## src/rtl/fp_pkg.sv

```systemverilog
// Shared constants, encodings and small helpers for the sequential single-precision divider.
package fp_pkg;
  localparam int unsigned EXP_W  = 8;
  localparam int unsigned MAN_W  = 23;
  localparam int unsigned WORD_W = EXP_W + MAN_W + 1;
  localparam int unsigned SIG_W  = MAN_W + 1;
  localparam int unsigned QBITS  = MAN_W + 3;
  localparam int unsigned LZ_W   = $clog2(SIG_W + 1);
  localparam int unsigned CNT_W  = $clog2(QBITS);
  localparam int unsigned SEXP_W = EXP_W + 3;
  localparam int          BIAS   = (1 << (EXP_W - 1)) - 1;

  localparam logic [WORD_W-1:0] NAN_OUT = '1;
  localparam logic [EXP_W-1:0]  EXP_MAX = '1;

  typedef enum logic [2:0] {IDLE, UNPACK, DIV, ROUND, DONE} state_t;
  typedef enum logic [2:0] {CLS_ZERO, CLS_SUB, CLS_NORM, CLS_INF, CLS_NAN} fclass_t;

  localparam int unsigned FLAG_W  = 5;
  localparam int unsigned FLAG_NX = 0;
  localparam int unsigned FLAG_UF = 1;
  localparam int unsigned FLAG_OF = 2;
  localparam int unsigned FLAG_DZ = 3;
  localparam int unsigned FLAG_NV = 4;

  function automatic fclass_t classify(input logic [EXP_W-1:0] e, input logic [MAN_W-1:0] f);
    if (e == '0) return (f == '0) ? CLS_ZERO : CLS_SUB;
    if (e == '1) return (f == '0) ? CLS_INF : CLS_NAN;
    return CLS_NORM;
  endfunction

  // Subnormals sit at exponent 1; the normalising shift lowers it further.
  function automatic logic signed [SEXP_W-1:0] eff_exp(input logic [EXP_W-1:0] e,
                                                       input logic [LZ_W-1:0]  lz);
    logic [EXP_W-1:0] e_adj;
    e_adj = (e == '0) ? EXP_W'(1) : e;
    return $signed({{(SEXP_W-EXP_W){1'b0}}, e_adj}) - $signed({{(SEXP_W-LZ_W){1'b0}}, lz});
  endfunction
endpackage

```

## src/rtl/fp_div_seq_if.sv

```systemverilog
// Operand/result handshake bundle for fp_div_seq; o_flags exists only with FP_DIV_FLAGS_EN.
interface fp_div_seq_if;
  import fp_pkg::*;

  logic              i_load;
  logic [WORD_W-1:0] i_a;
  logic [WORD_W-1:0] i_b;
  logic [WORD_W-1:0] o_res;
  logic              o_busy;
  logic              o_valid;
`ifdef FP_DIV_FLAGS_EN
  logic [FLAG_W-1:0] o_flags;

  modport master (output i_load, i_a, i_b, input o_res, o_busy, o_valid, o_flags);
  modport slave  (input i_load, i_a, i_b, output o_res, o_busy, o_valid, o_flags);
`else
  modport master (output i_load, i_a, i_b, input o_res, o_busy, o_valid);
  modport slave  (input i_load, i_a, i_b, output o_res, o_busy, o_valid);
`endif
endinterface

```

## src/rtl/fp_lzc.sv

```systemverilog
// Combinational leading-zero counter; an all-zero input returns W.
module fp_lzc
  import fp_pkg::*;
#(
  parameter int unsigned W  = SIG_W,
  parameter int unsigned CW = $clog2(W + 1)
) (
  input  logic [W-1:0]  val,
  output logic [CW-1:0] cnt
);
  logic found;

  always_comb begin
    cnt   = '0;
    found = 1'b0;
    for (int unsigned i = 0; i < W; i++) begin
      if (!found) begin
        if (val[W-1-i]) found = 1'b1;
        else            cnt   = cnt + CW'(1);
      end
    end
  end
endmodule

```

## src/rtl/fp_div_seq.sv

```systemverilog
// Sequential IEEE-754 single divider, restoring, one quotient bit per clock, RNE, fixed latency.
// Define FP_DIV_FLAGS_EN to add o_flags {invalid, div_by_zero, overflow, underflow, inexact}.
module fp_div_seq
  import fp_pkg::*;
(
  input  logic        i_clk,
  input  logic        i_rst_n,
  fp_div_seq_if.slave bus
);
  state_t                    state;
  logic [CNT_W-1:0]          div_cnt;
  logic [WORD_W-1:0]         a_q, b_q, res_q;
  fclass_t                   cls_a_q, cls_b_q;
  logic                      sign_q;
  logic signed [SEXP_W-1:0]  exp_q;
  logic [QBITS-1:0]          rem_q, quo_q;
  logic [SIG_W-1:0]          mb_q;

  logic [SIG_W-1:0]          sig_a, sig_b, ma_n, mb_n;
  logic [LZ_W-1:0]           lz_a, lz_b;
  logic signed [SEXP_W-1:0]  exp_calc;

  always_comb begin
    sig_a    = {|a_q[WORD_W-2:MAN_W], a_q[MAN_W-1:0]};
    sig_b    = {|b_q[WORD_W-2:MAN_W], b_q[MAN_W-1:0]};
    ma_n     = sig_a << lz_a;
    mb_n     = sig_b << lz_b;
    exp_calc = eff_exp(a_q[WORD_W-2:MAN_W], lz_a) - eff_exp(b_q[WORD_W-2:MAN_W], lz_b)
             + SEXP_W'(BIAS);
  end

  fp_lzc #(.W(SIG_W), .CW(LZ_W)) u_lzc_a (.val(sig_a), .cnt(lz_a));
  fp_lzc #(.W(SIG_W), .CW(LZ_W)) u_lzc_b (.val(sig_b), .cnt(lz_b));

  logic             ge;
  logic [QBITS-1:0] mb_ext, rem_next, quo_next;

  always_comb begin
    mb_ext   = {{(QBITS-SIG_W){1'b0}}, mb_q};
    ge       = (mb_ext <= rem_q);
    rem_next = (rem_q - (ge ? mb_ext : '0)) << 1;
    quo_next = {quo_q[QBITS-2:0], ge};
  end

  logic [QBITS-1:0]         qn;
  logic signed [SEXP_W-1:0] en;
  logic [SEXP_W-1:0]        sh;
  logic [2*QBITS-1:0]       ext;
  logic [EXP_W-1:0]         exp_field;
  logic [EXP_W+MAN_W-1:0]   packed_r;
  logic                     tiny, ovf_pre, ovf, guard, sticky, rnd;
  logic [WORD_W-1:0]        finite_res, res_next;
  logic                     a_nan, b_nan, a_inf, b_inf, a_zero, b_zero;

  // The quotient is shifted into the upper half of ext so that denormalisation
  // bits land in the lower half and collapse into sticky; a clamped shift past
  // the quotient width moves everything there.
  always_comb begin
    qn      = quo_q[QBITS-1] ? quo_q : (quo_q << 1);
    en      = quo_q[QBITS-1] ? exp_q : exp_q - SEXP_W'(1);
    tiny    = en[SEXP_W-1] || (en == '0);
    ovf_pre = !en[SEXP_W-1] && ((|en[SEXP_W-2:EXP_W]) || (&en[EXP_W-1:0]));
    sh      = tiny ? SEXP_W'(1) - en : '0;
    if (sh > SEXP_W'(QBITS + 1)) sh = SEXP_W'(QBITS + 1);
    ext       = {qn, {QBITS{1'b0}}} >> sh;
    guard     = ext[QBITS+1];
    sticky    = ext[QBITS] | (|ext[QBITS-1:0]) | (|rem_q);
    rnd       = guard & (sticky | ext[QBITS+2]);
    exp_field = ext[2*QBITS-1] ? en[EXP_W-1:0] : EXP_W'(0);
    packed_r  = {exp_field, ext[2*QBITS-2:QBITS+2]} + (EXP_W+MAN_W)'(rnd);
    ovf       = ovf_pre | (&packed_r[EXP_W+MAN_W-1:MAN_W]);
    finite_res = ovf ? {sign_q, EXP_MAX, {MAN_W{1'b0}}} : {sign_q, packed_r};

    a_nan  = (cls_a_q == CLS_NAN);
    b_nan  = (cls_b_q == CLS_NAN);
    a_inf  = (cls_a_q == CLS_INF);
    b_inf  = (cls_b_q == CLS_INF);
    a_zero = (cls_a_q == CLS_ZERO);
    b_zero = (cls_b_q == CLS_ZERO);
    if (a_nan || b_nan || (a_zero && b_zero) || (a_inf && b_inf))
      res_next = NAN_OUT;
    else if (a_inf || b_zero)
      res_next = {sign_q, EXP_MAX, {MAN_W{1'b0}}};
    else if (a_zero || b_inf)
      res_next = {sign_q, {(WORD_W-1){1'b0}}};
    else
      res_next = finite_res;
  end

`ifdef FP_DIV_FLAGS_EN
  logic [FLAG_W-1:0] flags_q, flags_next;

  always_comb begin
    flags_next = '0;
    if (a_nan || b_nan || (a_zero && b_zero) || (a_inf && b_inf)) begin
      flags_next[FLAG_NV] = (a_zero && b_zero) || (a_inf && b_inf)
                          || (a_nan && !a_q[MAN_W-1]) || (b_nan && !b_q[MAN_W-1]);
    end else if (!a_inf && b_zero) begin
      flags_next[FLAG_DZ] = !a_zero;
    end else if (!a_inf && !a_zero && !b_inf) begin
      flags_next[FLAG_OF] = ovf;
      flags_next[FLAG_NX] = guard | sticky | ovf;
      flags_next[FLAG_UF] = tiny & (guard | sticky);
    end
  end
`endif

  always_ff @(posedge i_clk or negedge i_rst_n) begin
    if (!i_rst_n) begin
      state       <= IDLE;
      div_cnt     <= '0;
      a_q         <= '0;
      b_q         <= '0;
      res_q       <= '0;
      cls_a_q     <= CLS_ZERO;
      cls_b_q     <= CLS_ZERO;
      sign_q      <= 1'b0;
      exp_q       <= '0;
      rem_q       <= '0;
      quo_q       <= '0;
      mb_q        <= '0;
      bus.o_res   <= '0;
      bus.o_busy  <= 1'b0;
      bus.o_valid <= 1'b0;
`ifdef FP_DIV_FLAGS_EN
      flags_q     <= '0;
      bus.o_flags <= '0;
`endif
    end else begin
      bus.o_valid <= 1'b0;
      case (state)
        IDLE: if (bus.i_load) begin
          a_q        <= bus.i_a;
          b_q        <= bus.i_b;
          bus.o_busy <= 1'b1;
          state      <= UNPACK;
        end
        UNPACK: begin
          cls_a_q <= classify(a_q[WORD_W-2:MAN_W], a_q[MAN_W-1:0]);
          cls_b_q <= classify(b_q[WORD_W-2:MAN_W], b_q[MAN_W-1:0]);
          sign_q  <= a_q[WORD_W-1] ^ b_q[WORD_W-1];
          exp_q   <= exp_calc;
          rem_q   <= {{(QBITS-SIG_W){1'b0}}, ma_n};
          mb_q    <= mb_n;
          quo_q   <= '0;
          div_cnt <= '0;
          state   <= DIV;
        end
        DIV: begin
          rem_q   <= rem_next;
          quo_q   <= quo_next;
          div_cnt <= div_cnt + CNT_W'(1);
          if (div_cnt == CNT_W'(QBITS - 1)) state <= ROUND;
        end
        ROUND: begin
          res_q   <= res_next;
`ifdef FP_DIV_FLAGS_EN
          flags_q <= flags_next;
`endif
          state   <= DONE;
        end
        DONE: begin
          bus.o_res   <= res_q;
          bus.o_valid <= 1'b1;
          bus.o_busy  <= 1'b0;
`ifdef FP_DIV_FLAGS_EN
          bus.o_flags <= flags_q;
`endif
          state       <= IDLE;
        end
        default: state <= IDLE;
      endcase
    end
  end
endmodule

```

## src/flat_wrapper.sv

```systemverilog
// flat-port wrapper written by rule: the top's interface ports become plain ports
module fp_div_seq_flat import fp_pkg::*;
  (i_clk, i_rst_n, bus_i_load, bus_i_a, bus_i_b, bus_o_res, bus_o_busy, bus_o_valid);
  fp_div_seq_if bus_i ();
  input  logic i_clk;
  input  logic i_rst_n;
  input wire logic [$bits(bus_i.i_load)-1:0] bus_i_load;
  input wire logic [$bits(bus_i.i_a)-1:0] bus_i_a;
  input wire logic [$bits(bus_i.i_b)-1:0] bus_i_b;
  output wire logic [$bits(bus_i.o_res)-1:0] bus_o_res;
  output wire logic [$bits(bus_i.o_busy)-1:0] bus_o_busy;
  output wire logic [$bits(bus_i.o_valid)-1:0] bus_o_valid;
  assign bus_i.i_load = bus_i_load;
  assign bus_i.i_a = bus_i_a;
  assign bus_i.i_b = bus_i_b;
  assign bus_o_res = bus_i.o_res;
  assign bus_o_busy = bus_i.o_busy;
  assign bus_o_valid = bus_i.o_valid;
  fp_div_seq u_core (.i_clk(i_clk), .i_rst_n(i_rst_n), .bus(bus_i));
endmodule
```

## config.mk

```make
export PLATFORM = sky130hd
export DESIGN_NAME = fp_div_seq_flat
export DESIGN_NICKNAME = d
export VERILOG_FILES = /design/src/rtl/fp_pkg.sv /design/src/rtl/fp_div_seq_if.sv /design/src/rtl/fp_lzc.sv /design/src/rtl/fp_div_seq.sv /design/src/flat_wrapper.sv
export SDC_FILE = /design/constraint.sdc
export NUM_CORES = 1
export LEC_CHECK = 0
export CAP_MARGIN = 25
export CORE_MARGIN = 2
export CORE_UTILIZATION = 24
export CTS_CLUSTER_SIZE = 16
export DETAILED_ROUTE_END_ITERATION = 10
export DONT_BUFFER_PORTS = 1
export PLACE_DENSITY = 0.41
export REMOVE_ABC_BUFFERS = 1
export SYNTH_ARGS = -nofsm -noshare
export SYNTH_HDL_FRONTEND = slang
export SYNTH_SLANG_ARGS = --single-unit
```

## constraint.sdc

```tcl
create_clock -name i_clk -period 19.7 [get_ports i_clk]
set_input_delay 3.94 -clock i_clk [delete_from_list [all_inputs] [get_ports i_clk]]
set_output_delay 3.94 -clock i_clk [all_outputs]
set_load 0.1 [all_outputs]
```

Yosys cells after proc, flatten, opt, wreduce, memory -nomap -nowiden

Cells that the tools add are included.

Register bits after elaboration: 232
Latch bits: 0
Memory bits (writable): 0
Bits in read-only memories: 0
Input bits: 67
Output and inout port bits: 34
Word-level logic and storage cells: 352
Memories: 0

$add $sub $neg: 55
$mul: 0
Div/mod/pow operators: 0
Magnitude comparators: 2
Equal/unequal tests: 13
Shift operators: 3
Muxes and demuxes: 227
Bitwise gates (word level): 6
Reduce and logical (&&, ||, !) cells: 31

Operators with widths:

| kind                  | count |
|---|---|
| $mux W5               | 92 |
| $add A5 B1 Y5 const B | 47 |
| $mux W1               | 106 |
| $pmux W26 S2          | 2 |
| $mux W31              | 3 |
| $reduce_or A26 Y1     | 2 |
| $shr A52 B11 Y52      | 1 |
| $shl A24 B5 Y24       | 2 |
| $logic_not A23 Y1     | 2 |
| $mux W3               | 12 |
| $mux W11              | 3 |
| $mux W32              | 1 |
| $add A31 B1 Y31       | 1 |
| $le A24 B26 Y1        | 1 |
| $mux W26              | 1 |
| $sub A25 B25 Y25      | 1 |
| $mux W24              | 1 |
| $mux W8               | 3 |
| $sub A8 B5 Y9         | 2 |
| $eq A8 B8 Y1 const B  | 2 |
| $logic_not A8 Y1      | 2 |
| $reduce_and A8 Y1     | 2 |
| $reduce_or A8 Y1      | 2 |
| $eq A3 B2 Y1 const B  | 4 |
| 24 further kinds      | 42 |

Longest topological paths before layout

Gate-level depths: netlist (run 1).

Depth after elaboration: 74
Gate-level depth with buffers: 82
Gate-level depth less buffers: 77

Hierarchy

Synthesis (run 1) repeated with hierarchy kept, for this count alone.

Cells, all modules: 2,751
Area, all modules: 22,964.5 sq um

By module, submodules not included:

| module     | instances | cells each | area each (sq um) | sequential area each (sq um) |
|---|---|---|---|---|
| fp_div_seq | 1         | 1,971      | 17,616.9          | 5,805.6 |
| fp_lzc     | 2         | 390        | 2,673.8           | 0.0 |

Least setup slack after synthesis (run 1)

OpenSTA, ideal clock, no wires.

Path type: flip-flop to flip-flop
From: reg u_core.b_q[25]
To: reg u_core.exp_q[9]
Library setup time: 0.133 ns
Arrival: 14.483 ns
Required time: 19.567 ns
Slack: 5.083 ns
Stages on the path, launching flop included: 80
Path buffers: 4
Clock period less this slack: 14.617 ns
Cell sequence: dfrtp_1 > or4_1 > nor2_1 > clkbuf_1 > nand2_1 > inv_1 > ha_1 > o21a_1 > ha_1 > mux2i_1 > a21oi_1 > a22o_1 > o21a_1 > ha_1 > mux2i_1 > a211oi_1 > o21ai_0 > xnor2_1 > [44 not listed] > clkbuf_1 > clkbuf_1 > inv_1 > ha_1 > nor2b_1 > o21ai_0 > a21oi_1 > nand2b_1 > ha_1 > ha_1 > a21o_1 > a21o_1 > a21o_1 > a21oi_1 > o21bai_1 > a21oi_1 > xnor2_1 > o21ai_0

Cells in the longest elaborated chain, start to end: 74
Elaborated cells on any way between the ends: 99
Classes of those cells: add/sub: 26; mux: 71; reduce/logical: 2

RTL lines:

| element                | RTL line          | source |
|---|---|---|
| start, declared        | fp_div_seq.sv:12  | `logic [WORD_W-1:0] a_q, b_q, res_q;` |
| start signal, assigned | fp_div_seq.sv:134 | `b_q <= bus.i_b;` |
| $reduce_or A8 Y1       | fp_div_seq.sv:25  | `sig_b = {\|b_q[WORD_W-2:MAN_W], b_q[MAN_W-1:0]};` |
| $mux W1                | fp_lzc.sv:18      | `if (val[W-1-i]) found = 1'b1;` |
| $add A5 B1 Y5          | fp_lzc.sv:19      | `else cnt = cnt + CW'(1);` |
| $mux W5                | fp_lzc.sv:18      |  |
| $mux W5                | fp_lzc.sv:17      | `if (!found) begin` |
| $add A5 B1 Y5          | fp_lzc.sv:19      |  |
| $mux W5                | fp_lzc.sv:18      |  |
| $mux W5                | fp_lzc.sv:17      |  |
| [58 not listed]        | -                 |  |
| $mux W5                | fp_lzc.sv:18      |  |
| $mux W5                | fp_lzc.sv:17      |  |
| $add A5 B1 Y5          | fp_lzc.sv:19      |  |
| $mux W5                | fp_lzc.sv:18      |  |
| $mux W5                | fp_lzc.sv:17      |  |
| $sub A8 B5 Y9 (*)      | fp_pkg.sv:37      | `return $signed({{(SEXP_W-EXP_W){1'b0}}, e_adj}) - $signed({{(SEXP_W-LZ_W){1'b0}}, lz});` |
| $sub A11 B11 Y11 (*)   | fp_div_seq.sv:28  | `exp_calc = eff_exp(a_q[WORD_W-2:MAN_W], lz_a) - eff_exp(b_q[WORD_W-2:MAN_W], lz_b)` |
| $add A11 B8 Y11 (*)    | fp_div_seq.sv:29  | `+ SEXP_W'(BIAS);` |
| end signal, assigned   | fp_div_seq.sv:142 | `exp_q <= exp_calc;` |
| end, declared          | fp_div_seq.sv:15  | `logic signed [SEXP_W-1:0] exp_q;` |

Every way passes the cells marked *; elsewhere a longest branch is shown, timed or not.
A chain may end at the register's enable or synchronous reset.

Final worst setup path (run 1)

From: reg u_core.a_q[26]
To: reg u_core.exp_q[9]

Cells in the longest elaborated chain, start to end: 74
Elaborated cells on any way between the ends: 99
Classes of those cells: add/sub: 26; mux: 71; reduce/logical: 2

RTL lines:

| element                | RTL line          | source |
|---|---|---|
| start, declared        | fp_div_seq.sv:12  |  |
| start signal, assigned | fp_div_seq.sv:133 | `a_q <= bus.i_a;` |
| $reduce_or A8 Y1       | fp_div_seq.sv:24  | `sig_a = {\|a_q[WORD_W-2:MAN_W], a_q[MAN_W-1:0]};` |
| $mux W1                | fp_lzc.sv:18      |  |
| $add A5 B1 Y5          | fp_lzc.sv:19      |  |
| $mux W5                | fp_lzc.sv:18      |  |
| $mux W5                | fp_lzc.sv:17      |  |
| $add A5 B1 Y5          | fp_lzc.sv:19      |  |
| $mux W5                | fp_lzc.sv:18      |  |
| $mux W5                | fp_lzc.sv:17      |  |
| [58 not listed]        | -                 |  |
| $mux W5                | fp_lzc.sv:18      |  |
| $mux W5                | fp_lzc.sv:17      |  |
| $add A5 B1 Y5          | fp_lzc.sv:19      |  |
| $mux W5                | fp_lzc.sv:18      |  |
| $mux W5                | fp_lzc.sv:17      |  |
| $sub A8 B5 Y9 (*)      | fp_pkg.sv:37      |  |
| $sub A11 B11 Y11 (*)   | fp_div_seq.sv:28  |  |
| $add A11 B8 Y11 (*)    | fp_div_seq.sv:29  |  |

Marked as above.

==> results of run 1 <==
-- registers in the layout (all words and copies together), names as in the netlist --
| signal | flops |
|---|---|
| u_core.a_q | 32 |
| u_core.b_q | 32 |
| u_core.bus.o_res | 32 |
| u_core.res_q | 32 |
| u_core.quo_q | 26 |
| u_core.rem_q | 26 |
| u_core.mb_q | 24 |
| u_core.exp_q | 11 |
| u_core.div_cnt | 5 |
| u_core.cls_a_q | 3 |
| u_core.cls_b_q | 3 |
| u_core.state | 3 |
| u_core.bus.o_busy | 1 |
| u_core.bus.o_valid | 1 |
| u_core.sign_q | 1 |
-- metrics by stage --
stage | utilization (%) | hold WS, ps | cells | total power (W)
global route | 26.4 | 506 | 4372 | 0.00505
CTS | 26.3 | 486 | 4367 | 0.00468
detailed placement | 25.2 | 473 | 4305 | 0.00400
finish | 26.4 | 479 | 4375 | 0.00464
floorplan | - | 451 | 2882 | 0.00315
global placement | 25.2 | 467 | 4304 | 0.00402
-- layout make-up --
cell class	count	share of cell area, %
inverter	121	1.67
clock buffer	50	3.64
clock inverter	12	0.496
antenna	5	0.0459
multi-input combinational	2529	65.1
sequential	232	21.3
tap	1380	6.34
timing repair buffer	46	1.41
-- power by group through the flow --
stage	clock network (W)	logic, W	registers [W]
CTS	0.000664	0.00271	0.00130
finish	0.000637	0.00271	0.00130
detailed placement	0	0.00269	0.00131
global route	0.000681	0.00303	0.00134
global placement	0	0.00271	0.00131
floorplan	0	0.00198	0.00117
-- layer usage --
metal	vias up	GRT usage [%]	part of all wire (%)
met4	22	3.24	1.8
met2	538	26.7	47
met3	110	3.23	5.5
met1	11186	21.2	46
met5	-	0	0.16
li1	11230	-	-
-- cells by family (layout without fill, tap and decap cells) --
logic type	after synthesis	count (layout)	synth area share [%]
AND/OR/NAND/NOR	1127	1127	22.6
AO/OA/AOI/OAI	869	869	24.4
buffers and inverters	347	229	5.70
flip-flops	232	232	23.3
multiplexers	228	228	9.76
XOR/XNOR	172	172	7.37
adder cells (fa/ha/maj)	133	133	6.75
other	0	5	0
-- how the worst max path moves through the flow --
stage,startpoint,end,depth (start not counted)
6_report,u_core.a_q[26]$_DFFE_PN0P_,u_core.exp_q[9]$_DFFE_PN0P_,72
2_1_floorplan,u_core.b_q[25]$_DFFE_PN0P_,u_core.exp_q[9]$_DFFE_PN0P_,73
3_5_place_dp,u_core.b_q[26]$_DFFE_PN0P_,u_core.exp_q[9]$_DFFE_PN0P_,73
3_3_place_gp,u_core.b_q[26]$_DFFE_PN0P_,u_core.exp_q[9]$_DFFE_PN0P_,73
5_1_grt,u_core.b_q[26]$_DFFE_PN0P_,u_core.exp_q[9]$_DFFE_PN0P_,74
4_1_cts,u_core.b_q[26]$_DFFE_PN0P_,u_core.exp_q[9]$_DFFE_PN0P_,73
-- layout by cell type (no fill, tap or decap), types with 49 or more instances in the layout --
master / Yosys / final
xnor2_1: 98 / 96
nor3_1: 86 / 85
mux2_2: 105 / 105
dfrtp_1: 232 / 231
mux2i_1: 122 / 122
nand3_1: 76 / 76
o21ai_0: 179 / 179
inv_1: 119 / 119
nand2_1: 279 / 279
a21oi_1: 141 / 139
xor2_1: 50 / 49
nor2_1: 323 / 321
a211oi_1: 62 / 62
ha_1: 123 / 123
nor2b_1: 58 / 58
-- worst max-delay path: cells and delay by family (launching register included) --
family / cells / cell delay, ps
AOI/OAI and AO/OA: 33 / 6270
adders and majority gates: 15 / 5010
buffers and inverters: 3 / 690
and+or+nand+nor: 18 / 2940
muxes: 2 / 350
xor gates and xnor gates: 1 / 140
DFF: 1 / 500
==> results.sh, run 1 <==
export IMPL_max_slew_margin_pct=37.3
export IMPL_synth_most_common_cell="nor2_1"
export IMPL_power_leakage_nw=10.7
export IMPL_setup_ws_ps=3570
export IMPL_min_delay_path_depth=2
export IMPL_swShare_pct=54.3
export IMPL_reg2reg_to="u_core.exp_q[9]$_DFFE_PN0P_"
export IMPL_drt_iter0_drc=1681
export IMPL_syn_to_final_growth_pct=9.53
export IMPL_switchingPower_w=0.00252
export IMPL_status="completed"
export IMPL_yosysSeqAreaShare_pct=23.3
export IMPL_hold_class="reg2reg"
export IMPL_initial_core_util_pct=24.1
export IMPL_htree_levels=2
export IMPL_drt_wirelength_per_cell_um=19.9
export IMPL_fin_crit_sh_pct=81.9
export IMPL_die_w_um=326
export IMPL_fillCellCount=11258
export IMPL_tns_ps=0
export IMPL_dominantRegCellSynth="dfrtp_1"
export IMPL_routed_wl_mm=86.9
export IMPL_avgSynthCellArea_sq_um=8.00
export IMPL_die_h_um=326
export IMPL_cpMostUsedCell="ha_1"
export IMPL_synth_top_cell_area_share_pct=23.3
export IMPL_rr_worst_depth=72
export IMPL_clkLatencyLatePin_ps=580
export IMPL_die_area_sq_mm=0.106
export IMPL_synth_cell_area_sq_mm=0.0249
export IMPL_dp_hpwl_mm=64.2
export IMPL_max_cap_violations=0
export IMPL_pwr_share_comb_pct=58.4
export IMPL_gr_total_overflow=0
export IMPL_cpMaxStageDelayCell="fa_1"
export IMPL_ios=101
export IMPL_dr_pass1_iters=8
export IMPL_postCtsHoldBufs=0
export IMPL_hold_violations=0
export IMPL_synth_cell_types=119
export IMPL_first_global_vias=22600
export IMPL_antenna_found_initial=17
export IMPL_vias=23086
export IMPL_drive_above_1_share_pct=10.2
export IMPL_cts_made_buffers=35
export IMPL_pre_cts_slack_ps=3780
export IMPL_clock_power_share_pct=13.7
export IMPL_slowest_delay_ps=630
export IMPL_core_area_sq_mm=0.103
export IMPL_postCtsSetupBuffers=0
export IMPL_path_clk_slew_ps=60
export IMPL_worstSetupPathType="reg2reg"
export IMPL_drc=0
export IMPL_rsz0062_at_grt="false"
export IMPL_synth_common_cells="323 x nor2_1, 279 x nand2_1, 232 x dfrtp_1, 179 x o21ai_0, 168 x clkbuf_1"
export IMPL_seq_area_sq_mm=0.00581
export IMPL_skew_ps=45.3
export IMPL_final_area_sq_mm=0.0272
export IMPL_crit_arrival_ps=16550
export IMPL_cts_tree="built"
export IMPL_reg2reg_from="u_core.a_q[26]$_DFFE_PN0P_"
export IMPL_dpl_cell_area_sq_mm=0.0260
export IMPL_grt_pass1_wl_mm=137
export IMPL_yosysTopAreaCell="dfrtp_1"
export IMPL_p_seq_share_pct=27.9
export IMPL_synth_area_top_cells="dfrtp_1 23%, ha_1 6.2%, mux2i_1 4.9%"
export IMPL_multi_input_area_sq_mm=0.0177
export IMPL_setup_viol=0
export IMPL_async_flop_share_pct=100
export IMPL_io_buffers=0
export IMPL_grt_max_degree=233
export IMPL_cp_start_kind="flip-flop"
export IMPL_grt_use_total_pct=16.0
export IMPL_peakVddDrop_v=0.0000809
export IMPL_cts_resized=0
export IMPL_cts_sinks=232
export IMPL_cts_buffer_depth=3
export IMPL_period_minus_slack_ps=16130
export IMPL_tightest_slew_ps=938
export IMPL_ff2ff_setup_slack_ps=3570
export IMPL_root_buffer="clkbuf_16"
export IMPL_synthCells=3108
export IMPL_worst_endpoint_required_ps=20120
export IMPL_critPathMaxFanout=27
export IMPL_synth_edf_count=0
export IMPL_fp_row_count=118
export IMPL_finalNetCount=3159
export IMPL_min_to="u_core.sign_q$_DFFE_PN0P_"
export IMPL_viasPerCell=5.28
export IMPL_final_antenna_net_count=0
export IMPL_crit_path_end_kind="flip-flop"
export IMPL_yosysWarnings=0
export IMPL_worstHoldStart="u_core.sign_q$_DFFE_PN0P_"
export IMPL_ys_ff_latch=232
export IMPL_drv_slew=0
export IMPL_power_density_mw_per_mm2=170
export IMPL_power_internal_w=0.00212
export IMPL_fmax_mhz=62.0
export IMPL_gp_congestion=0.846
Power figures use the tool's default switching activity.
==> run 2: changes to the inputs <==
ABC_AREA = 1   (was default)
clock period = 15.3 ns   (was 19.7 ns; I/O delays follow)
==> results.sh, run 2 <==
export IMPL_status="completed"
export IMPL_cpMaxStageDelayCell="fa_1"
export IMPL_drt_wirelength_per_cell_um=15.0
export IMPL_synth_most_common_cell="nand2_1"
export IMPL_initial_core_util_pct=24.2
export IMPL_synth_cell_types=72
export IMPL_root_buffer="clkbuf_16"
export IMPL_ios=101
export IMPL_postCtsHoldBufs=0
export IMPL_swShare_pct=54.1
export IMPL_drt_iter0_drc=1178
export IMPL_pre_cts_slack_ps=1800
export IMPL_tns_ps=0
export IMPL_avgSynthCellArea_sq_um=6.20
export IMPL_critPathMaxFanout=35
export IMPL_fillCellCount=11083
export IMPL_ys_ff_latch=232
export IMPL_power_leakage_nw=12.8
export IMPL_max_cap_violations=0
export IMPL_hold_class="reg2reg"
export IMPL_synth_top_cell_area_share_pct=24.8
export IMPL_peakVddDrop_v=0.0000993
export IMPL_die_w_um=317
export IMPL_dominantRegCellSynth="dfrtp_1"
export IMPL_worst_endpoint_required_ps=15740
export IMPL_core_area_sq_mm=0.0967
export IMPL_synth_area_top_cells="dfrtp_1 25%, nand2_1 19%, inv_1 7.5%"
export IMPL_fp_row_count=114
export IMPL_async_flop_share_pct=100
export IMPL_insertedDiodeCount=0
export IMPL_slowest_delay_ps=500
export IMPL_dr_pass1_iters=5
export IMPL_whs_ps=476
export IMPL_yosysSeqAreaShare_pct=24.8
export IMPL_gr_total_overflow=0
export IMPL_cts_resized=0
export IMPL_postCtsSetupBuffers=0
export IMPL_yosysTopAreaCell="dfrtp_1"
export IMPL_cts_sinks=232
export IMPL_fmax_mhz=74.2
export IMPL_syn_to_final_growth_pct=10.5
export IMPL_clkLatencyLatePin_ps=580
export IMPL_cts_tree="built"
export IMPL_final_antenna_net_count=0
export IMPL_die_h_um=317
export IMPL_cts_made_buffers=36
export IMPL_synth_cell_area_sq_mm=0.0234
export IMPL_drive_above_1_share_pct=8.18
export IMPL_synth_edf_count=0
export IMPL_drc=0
export IMPL_viasPerCell=4.55
export IMPL_cts_buffer_depth=3
export IMPL_hold_violations=0
export IMPL_layout_common_cells="1169 x nand2_1, 469 x inv_1, 350 x nor2_1"
export IMPL_skew_ps=39.3
export IMPL_power_internal_w=0.00235
export IMPL_first_global_vias=22262
export IMPL_cpMostUsedCell="nand2_1"
export IMPL_dpl_cell_count=4965
export IMPL_clock_power_share_pct=17.3
export IMPL_fin_cells=5031
export IMPL_path_clk_slew_ps=60
export IMPL_power_w=0.00512
export IMPL_dp_hpwl_mm=58.7
export IMPL_crit_path_end_kind="flip-flop"
export IMPL_cp_start_kind="flip-flop"
export IMPL_grt_use_total_pct=14.9
export IMPL_rsz0062_at_grt="false"
export IMPL_routed_wl_mm=75.5
export IMPL_tightest_slew_ps=941
export IMPL_setup_ws_ps=1830
export IMPL_fin_crit_sh_pct=88.0
export IMPL_switchingPower_w=0.00277
export IMPL_drv_slew=0
export IMPL_setup_viol=0
export IMPL_period_minus_slack_ps=13470
export IMPL_antenna_found_initial=14
export IMPL_yosysWarnings=0
export IMPL_crit_arrival_ps=13910
export IMPL_synthCells=3784
export IMPL_worstSetupPathType="reg2reg"
export IMPL_die_area_sq_mm=0.100
export IMPL_gp_congestion=0.864
export IMPL_grt_max_degree=233
export IMPL_synth_common_cells="1171 x nand2_1, 469 x inv_1, 350 x nor2_1, 291 x nand3_1, 232 x dfrtp_1"
export IMPL_finalNetCount=3921
export IMPL_max_slew_margin_pct=37.3
export IMPL_io_buffers=0
export IMPL_p_seq_share_pct=27.7
export IMPL_grt_pass1_wl_mm=121
export IMPL_vias=22903
export IMPL_htree_levels=2
export IMPL_mostFrequentLayoutCell="nand2_1"
export IMPL_power_density_mw_per_mm2=198
export IMPL_pwr_share_comb_pct=55.0
-- run 2: layout make-up --
| class | instances | area [sq um] | share of cell area, % |
|---|---|---|---|
| Clock buffer | 50 | 1040 | 4.03 |
| Timing Repair Buffer | 17 | 125 | 0.483 |
| Clock inverter | 16 | 196 | 0.758 |
| Tap cell | 1276 | 1600 | 6.16 |
| Sequential cell | 232 | 5810 | 22.4 |
| Inverter | 532 | 2020 | 7.79 |
| Multi-Input combinational cell | 2908 | 15100 | 58.4 |
-- run 2: kinds of logic after synthesis --
logic type	after synthesis	share of synthesized area (%)
fa+ha+maj	127	6.91
xor+xnor	88	3.38
compound gates	581	13.7
flops	232	24.8
simple gates	2089	39.3
buf+inv	644	10.9
mux	23	1.08
-- run 2: per-stage QoR --
stage | utilization [%] | area [sq um]
2_1_floorplan | - | 22900
6_report | 26.8 | 25900
3_3_place_gp | 25.5 | 24700
4_1_cts | 26.8 | 25900
5_1_grt | 26.8 | 25900
3_5_place_dp | 25.5 | 24700
-- run 2: worst paths after layout --
path	slack (ps)	end	cells after the start	from
setup reg to reg	1830	u_core.exp_q[9]$_DFFE_PN0P_	96	u_core.b_q[30]$_DFFE_PN0P_
max in group asynchronous	12690	u_core.mb_q[22]$_DFFE_PN0P_	0	i_rst_n
setup / recovery	1830	u_core.exp_q[9]$_DFFE_PN0P_	96	u_core.b_q[30]$_DFFE_PN0P_
hold / removal	480	u_core.div_cnt[4]$_DFFE_PN0P_	1	u_core.div_cnt[4]$_DFFE_PN0P_
hold reg to reg	480	u_core.div_cnt[4]$_DFFE_PN0P_	1	u_core.div_cnt[4]$_DFFE_PN0P_
min in group asynchronous	2230	u_core.quo_q[13]$_DFFE_PN0P_	0	i_rst_n
-- run 2: power by group through the flow --
stage	Sequential [W]	Combinational, W	Clock (W)
global placement	0.00144	0.00285	0
floorplan	0.00135	0.00212	0
CTS	0.00143	0.00286	0.000924
detailed placement	0.00144	0.00284	0
global route	0.00147	0.00327	0.000943
finish	0.00142	0.00282	0.000884
-- run 2: layer usage --
metal / up-vias / global-route usage (%) / share of wire [%]
met5: - / 0 / 0.10
li1: 12130 / - / -
met4: 14 / 2.93 / 1.7
met3: 88 / 2.81 / 4.3
met1: 10421 / 19.9 / 48
met2: 250 / 25.2 / 46
-- run 2: critical path: cells and delay by family, from the launching register on --
family | cells | cell delay, ps
adders and majority gates | 15 | 4310
buffers and inverters | 17 | 1370
xor gates and xnor gates | 2 | 330
and+or+nand+nor | 43 | 4340
DFF | 1 | 410
AOI/OAI and AO/OA | 19 | 2580
==> run 3: changes to the inputs <==
REMOVE_ABC_BUFFERS = default   (was 1)
SLEW_MARGIN = 20   (was default)
==> results.sh, run 3 (synthesized netlist as in run 2, its figures left out) <==
export IMPL_status="completed"
export IMPL_power_w=0.00520
export IMPL_drt_wirelength_per_cell_um=15.2
export IMPL_grt_use_total_pct=15.4
export IMPL_drc=0
export IMPL_viasPerCell=4.54
export IMPL_crit_arrival_ps=13700
export IMPL_gr_total_overflow=0
export IMPL_rsz0062_at_grt="false"
export IMPL_period_minus_slack_ps=13270
export IMPL_dr_pass1_iters=5
export IMPL_fp_row_count=114
export IMPL_peakVddDrop_v=0.0000953
export IMPL_drive_above_1_share_pct=8.06
export IMPL_max_slew_margin_pct=32.5
export IMPL_tns_ps=0
export IMPL_crit_path_end_kind="flip-flop"
export IMPL_synth_nets=3978
export IMPL_power_density_mw_per_mm2=201
export IMPL_postCtsSetupBuffers=0
export IMPL_hold_class="reg2reg"
export IMPL_fmax_mhz=75.3
export IMPL_routed_wl_mm=76.3
export IMPL_pre_cts_slack_ps=2080
export IMPL_core_area_sq_mm=0.0967
export IMPL_ios=101
export IMPL_root_buffer="clkbuf_16"
export IMPL_drv_slew=0
export IMPL_layout_common_cells="1169 x nand2_1, 469 x inv_1, 350 x nor2_1"
export IMPL_slowest_delay_ps=420
export IMPL_grt_pass1_wl_mm=124
export IMPL_first_global_vias=22421
export IMPL_cts_tree="built"
export IMPL_syn_to_final_growth_pct=10.4
export IMPL_finalNetCount=3919
export IMPL_fin_crit_sh_pct=86.7
export IMPL_die_h_um=317
export IMPL_seq_area_sq_mm=0.00581
export IMPL_setup_viol=0
export IMPL_vias=22821
export IMPL_mostFrequentLayoutCell="nand2_1"
export IMPL_drt_iter0_drc=1362
export IMPL_postCtsHoldBufs=0
export IMPL_dp_hpwl_mm=59.3
export IMPL_cts_made_buffers=34
export IMPL_worstSetupPathType="reg2reg"
export IMPL_cpMostUsedCell="nand2_1"
export IMPL_hold_violations=0
export IMPL_io_buffers=0
export IMPL_htree_levels=2
export IMPL_fillCellCount=11174
export IMPL_initial_core_util_pct=24.2
export IMPL_worst_endpoint_required_ps=15720
export IMPL_setup_ws_ps=2030
export IMPL_antenna_found_initial=11
export IMPL_skew_ps=29.6
export IMPL_cts_resized=0
export IMPL_final_antenna_net_count=0
export IMPL_die_w_um=317
export IMPL_cpMaxStageDelayCell="dfrtp_1"
export IMPL_grt_max_degree=233
export IMPL_cp_start_kind="flip-flop"
export IMPL_tightest_slew_ps=1010
export IMPL_cts_buffer_depth=3
export IMPL_whs_ps=473
export IMPL_rr_worst_depth=96
export IMPL_cts_sinks=232
export IMPL_path_clk_slew_ps=60
export IMPL_clkLatencyLatePin_ps=590
export IMPL_power_leakage_nw=12.8
export IMPL_max_cap_violations=0
export IMPL_multi_input_area_sq_mm=0.0151
export IMPL_gp_congestion=0.838
export IMPL_die_area_sq_mm=0.100
export IMPL_min_delay_path_depth=2
export IMPL_critPathMaxFanout=22
run 3: through the flow:
step / cells / utilization, % / cell area (sq um)
2_1_floorplan: 3784 / - / 23400
3_3_place_gp: 4964 / 25.5 / 24700
3_5_place_dp: 4964 / 25.5 / 24700
4_1_cts: 5024 / 26.8 / 25900
5_1_grt: 5027 / 26.8 / 25900
6_report: 5027 / 26.8 / 25900
run 3: critical path: cells and delay by family, from the launching register on:
| kind | cells | cell delay, ps |
|---|---|---|
| AO/OA/AOI/OAI | 21 | 2780 |
| AND/OR/NAND/NOR | 42 | 4230 |
| buffers and inverters | 16 | 1280 |
| XOR/XNOR | 2 | 300 |
| adder cells (fa/ha/maj) | 15 | 4110 |
| flip-flops | 1 | 420 |
run 3: layout make-up:
type | instances | share of cell area (%)
clock inverters | 17 | 1.04
multi-input cells | 2908 | 58.4
inverters | 532 | 7.79
diodes | 2 | 0.0193
clock buffers | 43 | 3.65
repair buffers | 17 | 0.507
well taps | 1276 | 6.17
flip-flops and latches | 232 | 22.4
run 3: power breakdown:
part	internal (W)	leakage, nW	switching (W)
logic	0.000947	9.43	0.00194
registers	0.000878	2.78	0.000561
clock network	0.000542	0.600	0.000336
total	0.00237	12.8	0.00284
run 3: metal layers:
metal | vias to the layer above | share of wire, % | global-route usage, %
met5 | - | 0.10 | 0
met4 | 12 | 1.9 | 3.71
met3 | 80 | 3.5 | 2.13
met2 | 285 | 44 | 24.7
met1 | 10322 | 50 | 21.7
li1 | 12122 | - | -
run 3: final timing paths:
path	from	endpoint	slack, ps
max	u_core.b_q[30]$_DFFE_PN0P_	u_core.exp_q[8]$_DFFE_PN0P_	2030
min	u_core.res_q[8]$_DFFE_PN0P_	u_core.bus.o_res[8]$_DFFE_PN0P_	470
max reg2reg	u_core.b_q[30]$_DFFE_PN0P_	u_core.exp_q[8]$_DFFE_PN0P_	2030
min reg2reg	u_core.res_q[8]$_DFFE_PN0P_	u_core.bus.o_res[8]$_DFFE_PN0P_	470
max in group asynchronous	i_rst_n	u_core.b_q[29]$_DFFE_PN0P_	12620
min in group asynchronous	i_rst_n	u_core.quo_q[22]$_DFFE_PN0P_	2240
